===== config.mk =====
export PLATFORM = sky130hd
export DESIGN_NAME = cpu_io_bridge
export DESIGN_NICKNAME = d
export VERILOG_FILES = /design/src/rtl/cpu_io_bridge.sv
export SDC_FILE = /design/constraint.sdc
export NUM_CORES = 1
export LEC_CHECK = 0
export ABC_AREA = 1
export BUFFER_PORTS_ARGS = -buffer_cell sky130_fd_sc_hd__buf_2
export CAP_MARGIN = 0
export CORE_MARGIN = 2
export CORE_UTILIZATION = 50
export DETAILED_ROUTE_END_ITERATION = 7
export GPL_TIMING_DRIVEN = 0
export PLACE_DENSITY = 0.71
export SKIP_LAST_GASP = 1
export SLEW_MARGIN = 20
export SYNTH_ARGS = -nofsm -noshare
export SYNTH_HDL_FRONTEND = slang
export SYNTH_SLANG_ARGS = --single-unit

===== constraint.sdc =====
create_clock -name clk -period 3.3 [get_ports clk]
set_input_delay 0.165 -clock clk [delete_from_list [all_inputs] [get_ports clk]]
set_output_delay 0.165 -clock clk [all_outputs]
set_load 0.01 [all_outputs]

===== src/rtl/cpu_io_bridge.sv =====
// Peripheral side of the CPU's 16-bit I/O port: TX FIFO captures CPU OUT words
// for the host, RX FIFO queues host words for CPU IN.

module cpu_io_bridge_fifo #(
  parameter int WIDTH            = 16,
  parameter int DEPTH            = 8,
  parameter bit PUSH_ON_FULL_POP = 1'b0
) (
  input  logic             clk,
  input  logic             rst,
  input  logic             push,
  input  logic [WIDTH-1:0] push_data,
  input  logic             pop,
  output logic [WIDTH-1:0] head,
  output logic             empty,
  output logic             full
);

  localparam int AW = $clog2(DEPTH);

  logic [AW:0]      wp;
  logic [AW:0]      rp;
  logic [WIDTH-1:0] mem [DEPTH];
  logic             pop_ok;
  logic             push_ok;

  // Pointers carry one extra wrap bit so full and empty are distinguishable.
  assign empty   = (wp == rp);
  assign full    = (wp[AW] != rp[AW]) && (wp[AW-1:0] == rp[AW-1:0]);
  assign pop_ok  = pop && !empty;
  assign push_ok = push && (!full || (PUSH_ON_FULL_POP && pop_ok));

  // Head is a mux over registered pointers and storage only.
  assign head = empty ? '0 : mem[rp[AW-1:0]];

  // NOTE: sequential state uses non-blocking assignments so every register
  // samples pre-edge values, independent of statement order.
  always_ff @(posedge clk) begin
    if (!rst) begin
      wp <= '0;
      rp <= '0;
    end else begin
      if (push_ok) wp <= wp + 1'b1;
      if (pop_ok)  rp <= rp + 1'b1;
    end
  end

  // NOTE: storage is deliberately not reset; the pointers alone define which
  // entries are valid, so clearing the array would only cost reset fan-out.
  always_ff @(posedge clk) begin
    if (rst && push_ok) mem[wp[AW-1:0]] <= push_data;
  end

endmodule

module cpu_io_bridge #(
  parameter int WIDTH = 16,
  parameter int DEPTH = 8
) (
  input  logic             clk,
  input  logic             rst,
  input  logic [WIDTH-1:0] cpu_data_out,
  input  logic             cpu_out_stb,
  output logic [WIDTH-1:0] cpu_data_in,
  output logic             cpu_in_avail,
  input  logic             cpu_in_ack,
  output logic [WIDTH-1:0] host_tx_data,
  output logic             host_tx_valid,
  input  logic             host_tx_ready,
  input  logic [WIDTH-1:0] host_rx_data,
  input  logic             host_rx_valid,
  output logic             host_rx_ready,
  input  logic             flag_clr,
  output logic             ovf,
  output logic             udf
);

  logic tx_empty;
  logic tx_full;
  logic rx_empty;
  logic rx_full;
  logic ovf_set;
  logic udf_set;

  // A full TX FIFO still takes a strobe when the host drains a word that cycle.
  cpu_io_bridge_fifo #(
    .WIDTH            (WIDTH),
    .DEPTH            (DEPTH),
    .PUSH_ON_FULL_POP (1'b1)
  ) u_tx_fifo (
    .clk       (clk),
    .rst       (rst),
    .push      (cpu_out_stb),
    .push_data (cpu_data_out),
    .pop       (host_tx_ready),
    .head      (host_tx_data),
    .empty     (tx_empty),
    .full      (tx_full)
  );

  // RX ready comes from registered fullness only, so the host never sees a
  // ready that depends on the CPU's same-cycle acknowledge.
  cpu_io_bridge_fifo #(
    .WIDTH            (WIDTH),
    .DEPTH            (DEPTH),
    .PUSH_ON_FULL_POP (1'b0)
  ) u_rx_fifo (
    .clk       (clk),
    .rst       (rst),
    .push      (host_rx_valid),
    .push_data (host_rx_data),
    .pop       (cpu_in_ack),
    .head      (cpu_data_in),
    .empty     (rx_empty),
    .full      (rx_full)
  );

  assign host_tx_valid = !tx_empty;
  assign cpu_in_avail  = !rx_empty;
  assign host_rx_ready = !rx_full;

  // A full TX FIFO is never empty, so a ready host always frees a slot.
  assign ovf_set = cpu_out_stb && tx_full && !host_tx_ready;
  assign udf_set = cpu_in_ack && rx_empty;

  // Set events win over a same-cycle clear.
  always_ff @(posedge clk) begin
    if (!rst) begin
      ovf <= 1'b0;
      udf <= 1'b0;
    end else begin
      if (ovf_set)       ovf <= 1'b1;
      else if (flag_clr) ovf <= 1'b0;
      if (udf_set)       udf <= 1'b1;
      else if (flag_clr) udf <= 1'b0;
    end
  end

endmodule


# [Word-level counts from Yosys, hierarchy flattened]
# Memories as Yosys holds them, arrays and structs flattened. A register that Yosys moved wholly into a read port is not among the register bits.
# Cells that the tools add are included.
# W data, S select, Z words.
[op_classes] n_addsub=4 multipliers=0 n_div=0 n_lt_le_gt_ge=0 eq_ne=6 shift=0 n_mux=13 bitwise_logic=0 reduce_logical=19
[ops] cell="$mux W16" n=2
[ops] cell="$add A4 B1 Y4 const B" n=4
[ops] cell="$mux W3" n=4
[ops] cell="$logic_and A1 B1 Y1" n=11
[ops] cell="$eq A4 B4 Y1" n=2
[ops] cell="$mux W1" n=7
[ops] cell="$eq A3 B3 Y1" n=2
[ops] cell="$logic_not A1 Y1" n=5
[ops] cell="$reduce_bool A2 Y1" n=2
[ops] cell="$ne A1 B1 Y1" n=2
[ops] cell="$logic_or A1 B1 Y1" n=1
[word_totals] ff_bits=18 latchBits=0 ram_bits=256 mem_bits_ro=0 inputBits=39 memories=2
[memory_table] memory="u_rx_fifo.mem" depth=8 width=16 rd=1 rd_clocked_by_memory_dff=1 wr=1 line="23" text="logic [WIDTH-1:0] mem [DEPTH];"
[memory_table] memory="u_tx_fifo.mem" depth=8 width=16 rd=1 rd_clocked_by_memory_dff=1 wr=1 line="23"

# [Depth between registers and ports, before layout]
[logic_depth] word_depth=8 ltp_mapped=9 depth_no_buf=9

# [Modules after synthesis]
# A second synthesis with hierarchy kept.
[hier_totals] cells_unflattened=960 area_unflattened_um2=11503.5
[by_module_without_submodules] module="cpu_io_bridge_fifo at u_rx_fifo" instances=1 cells_each=498 area_per_inst_um2=5793.1 seq_area_each_um2=4063.9
[by_module_without_submodules] module="cpu_io_bridge_fifo at u_tx_fifo" instances=1 cells_each=448 area_per_inst_um2=5606.6 seq_area_each_um2=4063.9
[by_module_without_submodules] module="cpu_io_bridge" instances=1 cells_each=14 area_per_inst_um2=103.8 seq_area_each_um2=40.0

# [Worst setup path before layout]
# Ideal clock, no wire load.
[synth_timing] kind="reg-to-reg" start="reg u_tx_fifo.wp[2]" end="mem u_tx_fifo.mem[3][0], enable pin" arrival_time_ns=1.997 path_slack_ns=0.894 path_stages_with_launch=6 n_path_buf=1 synth_period_minus_slack_ns=2.406 cell_sequence="dfxtp_1 buf_2 xnor2_2 nand3_2 nand3_1 nor3_1"
[synth_via] elab_chain_cells=8 word_cells_on_any_way=11 cone_classes="eq/ne (2); mux (2); reduce/logical (7)"
[synth_rtl] item="start: declaration" line="21" text="logic [AW:0] wp;"
[synth_rtl] item="start signal: assignment" line="43" text="if (push_ok) wp <= wp + 1'b1;"
[synth_rtl] item="$eq A4 B4 Y1 / $eq A3 B3 Y1 (equally long branches)" line="28, 29"
[synth_rtl] item="$logic_not A1 Y1 / $logic_and A1 B1 Y1 (equally long branches)" line="30, 29"
[synth_rtl] item="$logic_and A1 B1 Y1 / $logic_not A1 Y1 (equally long branches)" line="30, 31"
[synth_rtl] item="$logic_or A1 B1 Y1" line="31" text="assign push_ok = push && (!full || (PUSH_ON_FULL_POP && pop_ok));"
[synth_rtl] item="$logic_and A1 B1 Y1" line="31"
[synth_rtl] item="$logic_and A1 B1 Y1" line="51" text="if (rst && push_ok) mem[wp[AW-1:0]] <= push_data;"
[synth_rtl] item="$mux W1" line="51"
[synth_rtl] item="$mux W1 (not written as such)" line="51"
[synth_rtl] item="end: declaration" line="23"
# Several ways; a longest one is shown, not always the timed one.

==> flow_summary.json <==
{
  "yosysSeqAreaShare_pct": 72.48,
  "swShare_pct": 23.81,
  "switching_power_w": 0.001974,
  "via_per_inst": 5.567,
  "numCtsBuffers": 28,
  "fmax_ghz": 0.3973,
  "dr_total_vias": 7800,
  "cp-start-kind": "flip-flop",
  "dp_slack_ps": 1109,
  "pwr-share-seq_pct": 47.7,
  "cp.required_ps": 3130,
  "drt-initial-drc-count": 800,
  "diodes": 0,
  "ys_types": 29,
  "antenna_found_initial": 0,
  "hold_path.class": "primary input to flip-flop",
  "grt_use_total_pct": 22.15,
  "crit_fanout": 10,
  "path_cells": "inv_2 -> clkbuf_1 -> o21ai_0 -> o211ai_1 -> nand2_1 -> nor2_1 -> buf_2",
  "area_growth_pct": 21.06,
  "coreArea_mm2": 0.02196,
  "hp-start": "flag_clr",
  "rows": 54,
  "cts_resized": 0,
  "whs_path_depth": 5,
  "reg2reg_slack_ps": 1090,
  "cts_buffer_depth": 3,
  "path_delay_family": "buffers and inverters",
  "synth-seq-cells": 280,
  "firstDrtPassIters": 6,
  "finalHoldViolations": 0,
  "io_buffers": 75,
  "dieHeight_um": 154.1,
  "root_buffer": "clkbuf_16",
  "grt_pass1_vias": 7631,
  "die_w_um": 154.1,
  "syn_area_mm2": 0.01127,
  "slew-limit-headroom_pct": 48.98,
  "gp_congestion": 0.7910,
  "run_status": "finished clean",
  "reg2reg_from": "u_tx_fifo.wp[0]$_SDFFE_PN0P_",
  "crit_type": "flip-flop to output pin",
  "htree_levels": 1,
  "dp_hpwl_um": 17210,
  "holdPathEnd": "udf$_SDFFE_PN0P_",
  "path_buf_inv": 3,
  "worstMarginPinSlew_ps": 765.4,
  "total_leakage_power_nw": 4.894,
  "fin_worst_skew_ps": 14.05,
  "post-route-util_pct": 62.13,
  "worst_slack_ps": 783.1,
  "path_clk_slew_ps": 60,
  "slew_violations": 0,
  "clock-sinks": 280,
  "grt_start_max_net_pins": 16,
  "insertion_delay_ps": 530,
  "synth-warning-count": 0,
  "fin_crit_sh_pct": 76.27,
  "die-area_mm2": 0.02376,
  "initial_core_util_pct": 51.32,
  "wire_per_inst_um": 18.95,
  "cp.depth": 7,
  "drive_gt1_share_pct": 17.84,
  "ant_nets": 0,
  "grt_pass1_wl_um": 40770,
  "netlist_instances": 938,
  "p_int_w": 0.006316,
  "power_density_mw_per_mm2": 607.7,
  "cpPeakStageDelay_ps": 610,
  "combPwrFrac_pct": 12.3,
  "max-cap-violations": 0,
  "cp.arrival_ps": 2350,
  "fin_crit_ps": 2517,
  "crit_slowest_cell": "clkbuf_1",
  "ir_drop_mv": 0.6916,
  "p_clk_share_pct": 40.0,
  "ios": 76,
  "syn-num-nets": 981,
  "cts_tree": "yes",
  "grt_overflow": 0,
  "fin_nets": 1144,
  "rsz0062_at_grt": "false",
  "totalWireLength_um": 26550,
  "final_common_cell": "edfxtp_1",
  "finalSetupViolations": 0,
  "synth.avg_cell_area_um2": 12.01,
  "crit_path_end_kind": "output pin",
  "r2r-end": "u_tx_fifo.mem[5][11]$_DFFE_PP_",
  "drc_errors": 0,
  "ff2ff_path_depth": 8,
  "most-common-layout-cells": "edfxtp_1 (256), nor2_1 (231), o21ai_0 (128), buf_2 (90), nand2_1 (75)"
}
## worst max path at each step
stage	startpoint	to	slack (ps)
after detailed placement	u_tx_fifo.wp[1]$_SDFFE_PN0P_	u_tx_fifo.mem[5][13]$_DFFE_PP_	1110
final	flip-flop	cpu_data_in[12]	780
after global placement	u_tx_fifo.wp[1]$_SDFFE_PN0P_	u_tx_fifo.mem[3][10]$_DFFE_PP_	-330
after CTS	flip-flop	cpu_data_in[12]	860
after floorplan	u_tx_fifo.wp[2]$_SDFFE_PN0P_	u_tx_fifo.mem[3][0]$_DFFE_PP_	890
after global routing	flip-flop	cpu_data_in[12]	710
## metal layers
| metal | global-route usage [%] | vias up | wire, µm | share of wire, % |
|---|---|---|---|---|
| met1 | 28.19 | 3734 | 10640 | 40 |
| met3 | 3.382 | 56 | 1852 | 7.0 |
| met2 | 38.63 | 337 | 13260 | 50 |
| li1 | - | 3673 | - | - |
| met5 | 0 | - | 0 | 0 |
| met4 | 8.189 | 0 | 801 | 3.0 |
## kinds of logic (layout without fill, tap and decap cells)
group,Yosys count,in the layout,synth area share [%]
AND/OR/NAND/NOR,359,359,12.80
flip-flops,280,280,72.48
XOR/XNOR,11,11,0.9216
AO/OA/AOI/OAI,209,209,10.38
adder cells (fa/ha/maj),4,4,0.4441
buffers and inverters,75,258,2.975
## synth_stat cells
cell type	instances	area share, %
buf_4	8	0.53
nor2_2	1	0.056
nor2_4	1	0.10
nand3_2	3	0.27
nor2_1	244	8.1
o21ai_0	128	5.7
nand3_1	24	1.1
nand4_2	1	0.11
nand3b_1	1	0.067
xor2_1	9	0.70
nand2_4	1	0.10
xnor2_1	1	0.078
o211ai_1	32	2.1
clkbuf_1	26	0.87
nand2_2	3	0.17
ha_1	4	0.44
dfxtp_1	24	4.3
clkbuf_2	4	0.18
nor3_1	3	0.13
inv_1	14	0.47
a21oi_1	16	0.71
inv_2	8	0.27
a21oi_2	1	0.078
edfxtp_1	256	68
o22ai_1	32	1.8
buf_2	15	0.67
xnor2_2	1	0.14
nand4_1	2	0.11
nand2_1	75	2.5
## flip-flops by register name (all words and copies together) (netlist names), named ones only
name	cells
ovf	1
u_rx_fifo.mem	128
u_rx_fifo.rp	4
u_rx_fifo.wp	4
u_tx_fifo.mem	128
u_tx_fifo.rp	4
u_tx_fifo.wp	4
udf	1
## worst reg2reg max path, stage by stage, from the launching register on
cell and delay (ps):
dfxtp_1 350, inv_2 120, nand2_1 60, nand2_1 100
nor2_4 60, nand3_2 110, nand3_1 220, nor3_2 640
buf_6 250
## through the flow
stage | power (W) | TNS [ps] | instance area [µm²] | hold slack (ps) | std cells
6_report | 0.008291 | 0 | 13640 | 436.1 | 1401
5_1_grt | 0.008559 | 0 | 13640 | 447.7 | 1401
4_1_cts | 0.008316 | 0 | 13640 | 419.2 | 1401
3_5_place_dp | 0.005001 | 0 | 12260 | 442.4 | 1311
3_3_place_gp | 0.004969 | -6253 | 12000 | 434.6 | 1293
2_1_floorplan | 0.004601 | 0 | 11270 | 263.9 | 938
## layout make-up
class                           count  area, µm²
Fill cell                        1639       8315
Sequential cell                   280       8168
Multi-Input combinational cell    583       2814
Timing Repair Buffer              133      997.2
Clock buffer                       36      782.0
Tap cell                          280      350.3
Buffer                             53      252.7
Clock inverter                     14      196.4
Inverter                           22      82.58
## power groups by stage
stage,clock network [W],logic [W],registers (W)
CTS,0.00335,0.00101,0.00395
global placement,0,0.000939,0.00403
floorplan,0,0.000574,0.00403
finish,0.00332,0.00102,0.00395
global route,0.00348,0.00112,0.00396
detailed placement,0,0.000971,0.00403
## repair_timing
| action | CTS | global route |
|---|---|---|
| buffers inserted | 0 | 0 |
| hold buffers | 40 | 0 |
| hold endpoints to repair | 274 | 0 |
| endpoints found under the setup margin | 0 | 0 |
(Power assumes the default switching activity.)
